==> src/rtl/issue2_fetch_alloc.sv <==
// -----------------------------------------------------------------------------
// issue2_fetch_alloc
//   Dual-issue fetch allocator. Buffers 32-bit instructions from the prefetch
//   buffer in an in-order circular queue and, each cycle, presents the head
//   entry to the primary ID stage (pi) and, when the two head entries carry
//   no intra-pair hazard, the second entry to the secondary ID stage (i2).
//
// Ports
//   clk, rst_n            : clock, asynchronous active-low reset
//   flush_i               : drop all queued entries and the fetch word offered
//   dual_issue_en_i       : 0 forces single issue
//   fregfile_disable_i    : FP register file disabled (to mini-decoders)
//   fetch_valid_i/_ready_o: fetch handshake (ready = room for two entries)
//   fetch_addr_i/rdata_i  : 64-bit fetch word and its byte address
//   pi_*                  : head0 towards primary ID (pi_ready_i pops)
//   i2_*                  : head1, issued together with head0
//   pair_cnt_o/single_cnt_o: saturating dispatch statistics
// -----------------------------------------------------------------------------

// Mini-decoder: extracts register usage of one instruction for hazard checks.
// Register addresses are 6 bits; bit 5 selects the FP register file.
module issue2_fetch_alloc_mini_decode #(
  parameter int unsigned FPU   = 0,
  parameter int unsigned Zfinx = 0
) (
  input  logic [31:0] instr_i,
  input  logic        fregfile_disable_i,
  output logic        regfile_alu_we_dec_o,
  output logic        regfile_mem_we_dec_o,
  output logic [5:0]  regfile_waddr_o,
  output logic [5:0]  raddr_a_o,
  output logic [5:0]  raddr_b_o,
  output logic [5:0]  raddr_c_o,
  output logic        rega_used_o,
  output logic        regb_used_o,
  output logic        regc_used_o,
  output logic        addr_ra_is_also_dst_o,
  output logic        pi_legal_o,
  output logic        i2_legal_o
);
  logic       fp_en_s;
  logic       fr_s;
  logic [6:0] opcode_s;

  assign opcode_s = instr_i[6:0];
  assign fp_en_s  = (FPU != 0) && !fregfile_disable_i;
  // With Zfinx, FP operands live in the integer register file.
  assign fr_s     = (Zfinx == 0) ? 1'b1 : 1'b0;

  // Opcode-driven register usage; control flow and system ops are never paired.
  always_comb begin
    regfile_alu_we_dec_o  = 1'b0;
    regfile_mem_we_dec_o  = 1'b0;
    regfile_waddr_o       = {1'b0, instr_i[11:7]};
    raddr_a_o             = {1'b0, instr_i[19:15]};
    raddr_b_o             = {1'b0, instr_i[24:20]};
    raddr_c_o             = {1'b0, instr_i[31:27]};
    rega_used_o           = 1'b0;
    regb_used_o           = 1'b0;
    regc_used_o           = 1'b0;
    addr_ra_is_also_dst_o = 1'b0;
    pi_legal_o            = 1'b0;
    i2_legal_o            = 1'b0;
    case (opcode_s)
      7'h13: begin  // OP-IMM
        regfile_alu_we_dec_o = 1'b1;
        rega_used_o = 1'b1;
        pi_legal_o = 1'b1;
        i2_legal_o = 1'b1;
      end
      7'h33: begin  // OP / MUL-DIV
        regfile_alu_we_dec_o = 1'b1;
        rega_used_o = 1'b1;
        regb_used_o = 1'b1;
        if ((instr_i[31:25] == 7'h00) || (instr_i[31:25] == 7'h20)) begin
          pi_legal_o = 1'b1;
          i2_legal_o = 1'b1;
        end else if (instr_i[31:25] == 7'h01) begin
          // multi-cycle unit only reachable from the primary slot
          pi_legal_o = 1'b1;
        end else begin
          pi_legal_o = 1'b0;
        end
      end
      7'h37, 7'h17: begin  // LUI, AUIPC
        regfile_alu_we_dec_o = 1'b1;
        pi_legal_o = 1'b1;
        i2_legal_o = 1'b1;
      end
      7'h03: begin  // LOAD
        regfile_mem_we_dec_o = 1'b1;
        rega_used_o = 1'b1;
        pi_legal_o = 1'b1;
        i2_legal_o = 1'b1;
      end
      7'h0B: begin  // post-increment load: rs1 is written back as well
        regfile_mem_we_dec_o  = 1'b1;
        rega_used_o           = 1'b1;
        addr_ra_is_also_dst_o = 1'b1;
        pi_legal_o = 1'b1;
        i2_legal_o = 1'b1;
      end
      7'h23: begin  // STORE
        rega_used_o = 1'b1;
        regb_used_o = 1'b1;
        pi_legal_o = 1'b1;
        i2_legal_o = 1'b1;
      end
      7'h63: begin  // BRANCH
        rega_used_o = 1'b1;
        regb_used_o = 1'b1;
      end
      7'h6F: begin  // JAL
        regfile_alu_we_dec_o = 1'b1;
      end
      7'h67: begin  // JALR
        regfile_alu_we_dec_o = 1'b1;
        rega_used_o = 1'b1;
      end
      7'h07: begin  // FLW
        if (fp_en_s) begin
          regfile_mem_we_dec_o = 1'b1;
          regfile_waddr_o = {fr_s, instr_i[11:7]};
          rega_used_o = 1'b1;
          pi_legal_o = 1'b1;
          i2_legal_o = 1'b1;
        end else begin
          pi_legal_o = 1'b0;
        end
      end
      7'h27: begin  // FSW
        if (fp_en_s) begin
          rega_used_o = 1'b1;
          regb_used_o = 1'b1;
          raddr_b_o = {fr_s, instr_i[24:20]};
          pi_legal_o = 1'b1;
          i2_legal_o = 1'b1;
        end else begin
          pi_legal_o = 1'b0;
        end
      end
      7'h43, 7'h47, 7'h4B, 7'h4F: begin  // fused multiply-add family
        if (fp_en_s) begin
          regfile_alu_we_dec_o = 1'b1;
          regfile_waddr_o = {fr_s, instr_i[11:7]};
          raddr_a_o = {fr_s, instr_i[19:15]};
          raddr_b_o = {fr_s, instr_i[24:20]};
          raddr_c_o = {fr_s, instr_i[31:27]};
          rega_used_o = 1'b1;
          regb_used_o = 1'b1;
          regc_used_o = 1'b1;
        end else begin
          regc_used_o = 1'b0;
        end
      end
      default: begin
        pi_legal_o = 1'b0;
        i2_legal_o = 1'b0;
      end
    endcase
  end
endmodule

module issue2_fetch_alloc #(
  parameter int unsigned DEPTH = 4,
  parameter int unsigned FPU   = 0,
  parameter int unsigned Zfinx = 0
) (
  input  logic        clk,
  input  logic        rst_n,
  input  logic        flush_i,
  input  logic        dual_issue_en_i,
  input  logic        fregfile_disable_i,
  input  logic        fetch_valid_i,
  output logic        fetch_ready_o,
  input  logic [31:0] fetch_addr_i,
  input  logic [63:0] fetch_rdata_i,
  output logic        pi_valid_o,
  input  logic        pi_ready_i,
  output logic [31:0] pi_instr_o,
  output logic [31:0] pi_addr_o,
  output logic        i2_valid_o,
  output logic [31:0] i2_instr_o,
  output logic [31:0] i2_addr_o,
  output logic [31:0] pair_cnt_o,
  output logic [31:0] single_cnt_o
);
  localparam int PW = $clog2(DEPTH);
  localparam int CW = PW + 1;

  logic [31:0]   instr_q [DEPTH];
  logic [31:0]   addr_q  [DEPTH];
  logic [PW-1:0] rd_ptr_q, rd_ptr_d, wr_ptr_q, wr_ptr_d, rd_ptr1_s, wr_ptr1_s;
  logic [CW-1:0] count_q, count_d;
  logic [31:0]   pair_cnt_q, pair_cnt_d, single_cnt_q, single_cnt_d;
  logic          push_s, pop_s, pi_valid_s, i2_valid_s;
  logic [1:0]    push_n_s, pop_n_s;

  logic          alu_we0_s, mem_we0_s, alu_we1_s, mem_we1_s;
  logic [5:0]    wa0_s, ra0_s, rb0_s, rc0_s, wa1_s, ra1_s, rb1_s, rc1_s;
  logic          ua0_s, ub0_s, uc0_s, ua1_s, ub1_s, uc1_s;
  logic          radst0_s, radst1_s, pil0_s, i2l0_s, pil1_s, i2l1_s;
  logic          w0_s, w1_s, raw_s, waw_s, radst_hz_s, ld_hz_s, hazard_s;

  assign rd_ptr1_s = rd_ptr_q + PW'(1);
  assign wr_ptr1_s = wr_ptr_q + PW'(1);

  issue2_fetch_alloc_mini_decode #(.FPU(FPU), .Zfinx(Zfinx)) u_dec0 (
    .instr_i(instr_q[rd_ptr_q]), .fregfile_disable_i(fregfile_disable_i),
    .regfile_alu_we_dec_o(alu_we0_s), .regfile_mem_we_dec_o(mem_we0_s),
    .regfile_waddr_o(wa0_s), .raddr_a_o(ra0_s), .raddr_b_o(rb0_s), .raddr_c_o(rc0_s),
    .rega_used_o(ua0_s), .regb_used_o(ub0_s), .regc_used_o(uc0_s),
    .addr_ra_is_also_dst_o(radst0_s), .pi_legal_o(pil0_s), .i2_legal_o(i2l0_s)
  );

  issue2_fetch_alloc_mini_decode #(.FPU(FPU), .Zfinx(Zfinx)) u_dec1 (
    .instr_i(instr_q[rd_ptr1_s]), .fregfile_disable_i(fregfile_disable_i),
    .regfile_alu_we_dec_o(alu_we1_s), .regfile_mem_we_dec_o(mem_we1_s),
    .regfile_waddr_o(wa1_s), .raddr_a_o(ra1_s), .raddr_b_o(rb1_s), .raddr_c_o(rc1_s),
    .rega_used_o(ua1_s), .regb_used_o(ub1_s), .regc_used_o(uc1_s),
    .addr_ra_is_also_dst_o(radst1_s), .pi_legal_o(pil1_s), .i2_legal_o(i2l1_s)
  );

  // Intra-pair hazards: RAW, WAW, write-back of rs1 by head0, two loads.
  assign w0_s       = alu_we0_s | mem_we0_s;
  assign w1_s       = alu_we1_s | mem_we1_s;
  assign raw_s      = w0_s && (wa0_s != 6'd0) &&
                      ((ua1_s && (ra1_s == wa0_s)) || (ub1_s && (rb1_s == wa0_s)) ||
                       (uc1_s && (rc1_s == wa0_s)));
  assign waw_s      = w0_s && w1_s && (wa1_s == wa0_s);
  assign radst_hz_s = radst0_s && (ra0_s != 6'd0) &&
                      ((ua1_s && (ra1_s == ra0_s)) || (ub1_s && (rb1_s == ra0_s)) ||
                       (uc1_s && (rc1_s == ra0_s)) || (w1_s && (wa1_s == ra0_s)));
  assign ld_hz_s    = mem_we0_s && mem_we1_s;
  assign hazard_s   = raw_s || waw_s || radst_hz_s || ld_hz_s;

  // Ready only looks at the registered count so it never depends on a pop.
  assign fetch_ready_o = (count_q <= CW'(DEPTH - 2));
  assign push_s        = fetch_valid_i && fetch_ready_o && !flush_i;
  assign push_n_s      = push_s ? (fetch_addr_i[2] ? 2'd1 : 2'd2) : 2'd0;

  assign pi_valid_s = (count_q != CW'(0)) && !flush_i;
  assign i2_valid_s = pi_valid_s && (count_q >= CW'(2)) && dual_issue_en_i &&
                      pil0_s && i2l1_s && !hazard_s;
  assign pop_s      = pi_valid_s && pi_ready_i;
  assign pop_n_s    = pop_s ? (i2_valid_s ? 2'd2 : 2'd1) : 2'd0;

  assign pi_valid_o   = pi_valid_s;
  assign pi_instr_o   = instr_q[rd_ptr_q];
  assign pi_addr_o    = addr_q[rd_ptr_q];
  assign i2_valid_o   = i2_valid_s;
  assign i2_instr_o   = instr_q[rd_ptr1_s];
  assign i2_addr_o    = addr_q[rd_ptr1_s];
  assign pair_cnt_o   = pair_cnt_q;
  assign single_cnt_o = single_cnt_q;

  // Next-state for pointers, occupancy and saturating dispatch counters.
  always_comb begin
    rd_ptr_d     = rd_ptr_q;
    wr_ptr_d     = wr_ptr_q;
    count_d      = count_q;
    pair_cnt_d   = pair_cnt_q;
    single_cnt_d = single_cnt_q;
    if (flush_i) begin
      rd_ptr_d = wr_ptr_q;
      count_d  = CW'(0);
    end else begin
      rd_ptr_d = rd_ptr_q + PW'(pop_n_s);
      wr_ptr_d = wr_ptr_q + PW'(push_n_s);
      count_d  = count_q + CW'(push_n_s) - CW'(pop_n_s);
    end
    if (pop_s && i2_valid_s && (pair_cnt_q != 32'hFFFF_FFFF)) begin
      pair_cnt_d = pair_cnt_q + 32'd1;
    end else if (pop_s && !i2_valid_s && (single_cnt_q != 32'hFFFF_FFFF)) begin
      single_cnt_d = single_cnt_q + 32'd1;
    end else begin
      pair_cnt_d = pair_cnt_q;
    end
  end

  // Control state registers.
  always_ff @(posedge clk or negedge rst_n) begin
    if (!rst_n) begin
      rd_ptr_q     <= '0;
      wr_ptr_q     <= '0;
      count_q      <= '0;
      pair_cnt_q   <= 32'd0;
      single_cnt_q <= 32'd0;
    end else begin
      rd_ptr_q     <= rd_ptr_d;
      wr_ptr_q     <= wr_ptr_d;
      count_q      <= count_d;
      pair_cnt_q   <= pair_cnt_d;
      single_cnt_q <= single_cnt_d;
    end
  end

  // Queue storage; contents are only meaningful below count, so no reset.
  always_ff @(posedge clk) begin
    if (push_s) begin
      if (fetch_addr_i[2]) begin
        instr_q[wr_ptr_q] <= fetch_rdata_i[63:32];
        addr_q[wr_ptr_q]  <= fetch_addr_i;
      end else begin
        instr_q[wr_ptr_q]  <= fetch_rdata_i[31:0];
        addr_q[wr_ptr_q]   <= fetch_addr_i;
        instr_q[wr_ptr1_s] <= fetch_rdata_i[63:32];
        addr_q[wr_ptr1_s]  <= fetch_addr_i + 32'd4;
      end
    end
  end
endmodule

==> config.mk <==
export PLATFORM = sky130hd
export DESIGN_NAME = issue2_fetch_alloc
export DESIGN_NICKNAME = d
export VERILOG_FILES = /design/src/rtl/issue2_fetch_alloc.sv
export SDC_FILE = /design/constraint.sdc
export NUM_CORES = 1
export LEC_CHECK = 0
export ABC_AREA = 1
export BUFFER_PORTS_ARGS = -buffer_cell sky130_fd_sc_hd__buf_4
export CAP_MARGIN = 10
export CORE_UTILIZATION = 40
export DETAILED_ROUTE_END_ITERATION = 10
export SYNTH_ARGS = -nofsm -noshare
export SYNTH_HDL_FRONTEND = slang
export SYNTH_HIERARCHICAL = 1
export SYNTH_SLANG_ARGS = --single-unit
==> constraint.sdc <==
create_clock -name clk -period 8.5 [get_ports clk]
set_input_delay 0.85 -clock clk [delete_from_list [all_inputs] [get_ports clk]]
set_output_delay 0.85 -clock clk [all_outputs]
set_load 0.02 [all_outputs]
Word level (Yosys, flattened, before mapping)
Memory sizes are Yosys's and may differ from the RTL's.
Index checks and enable logic that the tools add are counted.

cells by class
  add/subtract/negate cells = 9
  $lt $le $gt $ge = 2
  equal/unequal tests = 30
  mux-type cells = 26
  bitwise logic cells = 5
  reductions and logical operators = 50

operators by type and width
  cell                                                             number
  32-bit by 1-bit adder with 32-bit output, second input constant  2
  32-bit 2-to-1 mux                                                2
  32-bit != test, second input constant                            2
  7-bit by 6-bit == test with 1-bit output, second input constant  8
  7-bit == test, second input constant                             5
  32-bit by 3-bit adder with 32-bit output, second input constant  1
  5-bit == test                                                    6
  7-bit by 5-bit == test with 1-bit output, second input constant  4
  1-bit logical AND                                                25
  6-bit OR reduction                                               4
  1-bit 2-to-1 mux                                                 16
  7-bit by 2-bit == test with 1-bit output, second input constant  2
  7-bit by 4-bit == test with 1-bit output, second input constant  2
  7-bit logical NOT                                                2
  6-bit nonzero test                                               2
  2-bit 2-to-1 mux                                                 5
  1-bit logical OR                                                 8
  7-bit by 1-bit == test with 1-bit output, second input constant  1
  7-bit OR reduction                                               1
  2-bit by 1-bit adder with 2-bit output, second input constant    2
  2-bit adder                                                      2
  1-bit OR                                                         4
  1-bit one-hot mux with 2 select lines                            2
  2-bit OR reduction                                               2
  other kinds (10)                                                 12

word-level totals
  register bits = 71
  bits in writable memories = 256
  output and inout port bits = 195
  word-level logic and storage cells = 129
  memories kept = 2

memory list
  memory   depth  bits a word  rd ports  clocked after memory_dff  wr ports  line  RTL
  addr_q   4      32           2         0                         2         192   logic [31:0] addr_q [DEPTH];
  instr_q  4      32           2         0                         2         191   logic [31:0] instr_q [DEPTH];

Logic depth before layout (Yosys ltp)
An unclocked memory read counts as a cell.

  depth in word-level cells = 17
  depth in mapped cells = 32

By module
The synthesis kept the hierarchy.

modules (own cells, without submodules)
  module                          times used  cells an instance  area each (µm²)  sequential area each (µm²)
  issue2_fetch_alloc              1           2465               19503.7          9464.1
  issue2_fetch_alloc_mini_decode  2           75                 405.4            0.0

Least setup slack after synthesis
No wires, ideal clock.

  path type = register -> register
  start point = register rd_ptr_q[0]
  end point = register count_q[2]
  library setup time = 0.118 ns
  data arrival time = 4.561 ns
  setup slack = 3.821 ns
  stages on the path, launching flop included = 30
  cell sequence = dfrtp_1 > clkbuf_1 > clkbuf_1 > clkbuf_1 > a21oi_1 > o21ai_0 > inv_1 > nor3_1 > nand3_1 > nand2_1 > inv_1 > nand2_1 > nand2_1 > nor2_1 > nand2_1 > nor2_1 > nor2_1 > nand2_1 > nand2_1 > nand3_2 > nand2_1 > inv_2 > buf_2 > ha_1 > inv_1 > ha_1 > inv_1 > fa_1 > xor2_1 > nor2_1

on the way
  longest elaborated chain between the ends = 17
  elaborated cells on any way between the ends = 84
  those cells by class = 2 x add/sub; 28 x eq/ne; 15 x mux; 2 x bitwise; 36 x reduce/logical; 1 x memory

ends and longest elaborated chain
  what                                                   line      RTL
  from (decl)                                            193       logic [PW-1:0] rd_ptr_q, rd_ptr_d, wr_ptr_q, wr_ptr_d, rd_ptr1_s, wr_ptr1_s;
  from (signal assigned)                                 290       rd_ptr_q <= rd_ptr_d;
  2-bit by 1-bit adder with 2-bit output (*)             205       assign rd_ptr1_s = rd_ptr_q + PW'(1);
  memory read 4 x 32 bit (*)                             n/a
  via i2_instr_o[5]                                      183       output logic [31:0] i2_instr_o,
  7-bit == test (tied with other cells)                  64        case (opcode_s)
  6-bit OR reduction (no line) (*)                       n/a
  1-bit 2-to-1 mux (*)                                   n/a
  via alu_we1_s                                          199       logic alu_we0_s, mem_we0_s, alu_we1_s, mem_we1_s;
  1-bit OR (*)                                           226       assign w1_s = alu_we1_s | mem_we1_s;
  [... 2 more ...]                                       n/a
  1-bit logical OR or 1-bit logical AND (tied branches)  235, 231
  1-bit logical OR (*) (2 in series)                     235       assign hazard_s = raw_s || waw_s || radst_hz_s || ld_hz_s;
  1-bit logical NOT (*)                                  244       pil0_s && i2l1_s && !hazard_s;
  1-bit logical AND (*)                                  244
  2-bit 2-to-1 mux (*) (2 in series)                     246       assign pop_n_s = pop_s ? (i2_valid_s ? 2'd2 : 2'd1) : 2'd0;
  3-bit by 2-bit subtractor with 3-bit output (*)        270       count_d = count_q + CW'(push_n_s) - CW'(pop_n_s);
  3-bit 2-to-1 mux (*)                                   264       if (flush_i) begin
  via count_d[2]                                         194       logic [CW-1:0] count_q, count_d;
  to (signal assigned)                                   292       count_q <= count_d;
  to (decl)                                              194

The timed path passes the listed nets; every way through them passes the cells marked *.
A chain may end at the register's enable or synchronous reset.

Final worst setup path
  start point = register rd_ptr_q[1]
  end point = register count_q[2]

on the way
  longest elaborated chain between the ends = 17
  elaborated cells on any way between the ends = 84
  those cells by class = 2 x add/sub; 28 x eq/ne; 15 x mux; 2 x bitwise; 36 x reduce/logical; 1 x memory

ends and longest elaborated chain
  what                                                     line      RTL
  2-bit by 1-bit adder with 2-bit output                   205
  memory read 4 x 32 bit (*)                               n/a
  7-bit == test (tied with other cells)                    64
  6-bit OR reduction (no line) (tied with other cells)     n/a
  1-bit 2-to-1 mux                                         n/a
  1-bit OR (tied with other cells)                         226
  1-bit logical AND (tied with other cells) (2 in series)  230       assign waw_s = w0_s && w1_s && (wa1_s == wa0_s);
  1-bit logical OR or 1-bit logical AND (tied branches)    235, 231
  1-bit logical OR (2 in series)                           235
  1-bit logical NOT                                        244
  1-bit logical AND (*)                                    244
  2-bit 2-to-1 mux (*) (2 in series)                       246
  3-bit by 2-bit subtractor with 3-bit output (*)          270
  3-bit 2-to-1 mux (*)                                     264
  via count_d[2]                                           194

Marks and branches as above.

==> metrics.md <==
| Metric | Value |
|---|---|
| Status | `finished clean` |
| Area growth syn-to-layout | `17.6%` |
| Tot GR Track Use | `24.9%` |
| Vias per Instance | `5.36` |
| Total routed wirelength | `65100 um` |
| GPL Wtd Cong | `0.911` |
| CTS tree | `built` |
| Crit-path slowest cell | `inv_4` |
| CP Launch Type | `flop` |
| Cells along the critical path | `inv_4, buf_4, o21ai_0, o22ai_1, inv_1, nand2_1, nand2_1, nor2_1, nand2_1, nor2_1, nor2_1, nand2_1, nand2_1, nand3_2, nand2_1, inv_2, ha_1, inv_1, ha_1, inv_1, fa_1, xor2_1, nor2_1` |
| Hold_buf cts | `0` |
| Syn Inst Count | `2589` |
| Critical Path AT | `6.31 ns` |
| Root Buffer | `clkbuf_16` |
| RSZ-0062 raised after global routing | `false` |
| Vias in the first global route | `17156` |
| Final setup violation count | `0` |
| Syn_area_per_cell | `7.79 um^2` |
| Per-cell routed wire length | `19.0 um` |
| Layout Cells excl Fill | `3427` |
| Share of layout cells above drive strength 1 | `15.5%` |
| Crit end category | `flop` |
| # rows | `81` |
| Slew margin rel. | `29.1%` |
| Setup ws final | `2.63 ns` |
| Postcts setup bufs | `0` |
| Most used cell, CP | `nand2_1` |
| CP delay by family, top | `buffers and inverters` |
| Worst skew pair latency | `0.57 ns` |
| Core area | `49400 um^2` |
| Post-CTS Resized | `0` |
| Die extent in y | `226 um` |
| H-tree Lvls | `2` |
| Starting Density | `40.8%` |
| Max Slew Vio Count | `0` |
| Critical path class | `flop to flop` |
| Layout Skew | `0.0356 ns` |
| DR pass1 iterations | `7` |
| Inst Count DP | `3352` |
| Final Cycle Share | `69.0%` |
| Nets | `2842` |
| Final Hold Vio Count | `0` |
| Post-detail-place hpwl | `41600 um` |
| Pin count of the biggest net entering global routing | `110` |
| Remaining antenna violation count after routing | `0` |
| Leakage Power | `9.87 nW` |
| Final TNS setup | `0 ns` |
| PD cells | `317 nW/um^2` |
| CP required | `8.94 ns` |
| Max incr delay on CP | `0.70 ns` |
| Clock Tree Buf Depth | `3` |
| CP max FO | `71` |
| IO Port Bufs | `296` |
| F_max | `0.170 GHz` |
| Synth warn | `6` |
| CTS sink count | `327` |
| Die ar. | `51300 um^2` |
| Critical path buffer and inverter count | `6` |
| Crit path time final | `5.87 ns` |
| Hold Crit Class | `primary input to async pin` |
| # DRC | `0` |
| Slew @ Worst Pin | `1.06 ns` |
| Ports | `298` |
| Cell area after synthesis | `20200 um^2` |
| DP Worst Slack | `2.66 ns` |
| Worst vdd ir | `0.279 mV` |
| Initial antenna violation count | `6` |
| First DRT Iteration DRCs | `1454` |
| Via count | `18352` |
| CTS buffer count | `40` |
| Register clock-pin slew on the reported worst setup and hold paths | `0.06 ns` |
| Global-route wire length before repair | `97900 um` |
| Die X | `226 um` |
| Global route overflow | `0` |
| # Max-Cap Violations | `0` |
-- layer usage --
layer | GRT usage (%) | up-vias | routed length, um
met4 | 8.22 | 6 | 1810
met2 | 41.9 | 663 | 31200
met3 | 5.07 | 105 | 4990
met5 | 0 | - | 34
li1 | - | 8891 | -
met1 | 31.9 | 8687 | 27100
-- final timing paths --
check	from	end	slack, ns	depth (start not counted)
min in group clk	fetch_addr_i[0]	addr_q[1][0]	0.49	1
max reg2reg	rd_ptr_q[1]	count_q[2]	2.63	23
min	rst_n	pair_cnt_o[5]	0.44	1
min reg2reg	pair_cnt_o[15]	pair_cnt_o[15]	0.56	2
max	rd_ptr_q[1]	count_q[2]	2.63	23
max in group asynchronous	rst_n	rd_ptr_q[0]	7.34	1
-- metrics by stage --
stage          cell area (um^2)  power [mW]  utilization [%]  hold WS [ns]
4_1_cts                   23700        7.54             48.0         0.460
3_3_place_gp              22400        5.79             45.4         0.535
5_1_grt                   23700        7.92             48.0         0.473
2_1_floorplan             20200        4.43                -         0.502
6_report                  23700        7.51             48.0         0.435
3_5_place_dp              22400        5.85             45.4         0.539
-- cell type report --
| type | count | area [um^2] |
|---|---|---|
| repair buffers | 319 | 2390 |
| clock inverters | 25 | 205 |
| well taps | 664 | 831 |
| fillers | 4795 | 25700 |
| inverters | 202 | 766 |
| diodes | 3 | 7.51 |
| multi-input cells | 1840 | 8960 |
| clock buffers | 47 | 1070 |
| flip-flops and latches | 327 | 9470 |
-- cell usage in the layout, fill, tap and decap left out, drive strengths merged, types with 15 or more instances in the layout --
master	n
a21oi	130
buf	319
clkbuf	47
clkinv	25
dfrtp	71
edfxtp	256
inv	198
mux2i	32
nand2	627
nand3	94
nand4	33
nor2	308
nor3	29
nor4	15
o21ai	399
o22ai	64
xnor2	18
xor2	66
-- sequential cells by signal, summed over array words and instances (netlist names) --
| register | flops |
|---|---|
| addr_q | 128 |
| pair_cnt_o | 32 |
| wr_ptr_q | 2 |
| single_cnt_o | 32 |
| count_q | 3 |
| instr_q | 128 |
| rd_ptr_q | 2 |
-- power breakdown --
part / switching, mW / internal [mW] / leakage (nW) / total, mW
combinational: 2.56 / 1.17 / 5.93 / 3.73
clock: 0.684 / 0.989 / 0.635 / 1.67
sequential: 0.152 / 1.95 / 3.31 / 2.10
No activity file was read; power rests on OpenSTA's default activity.
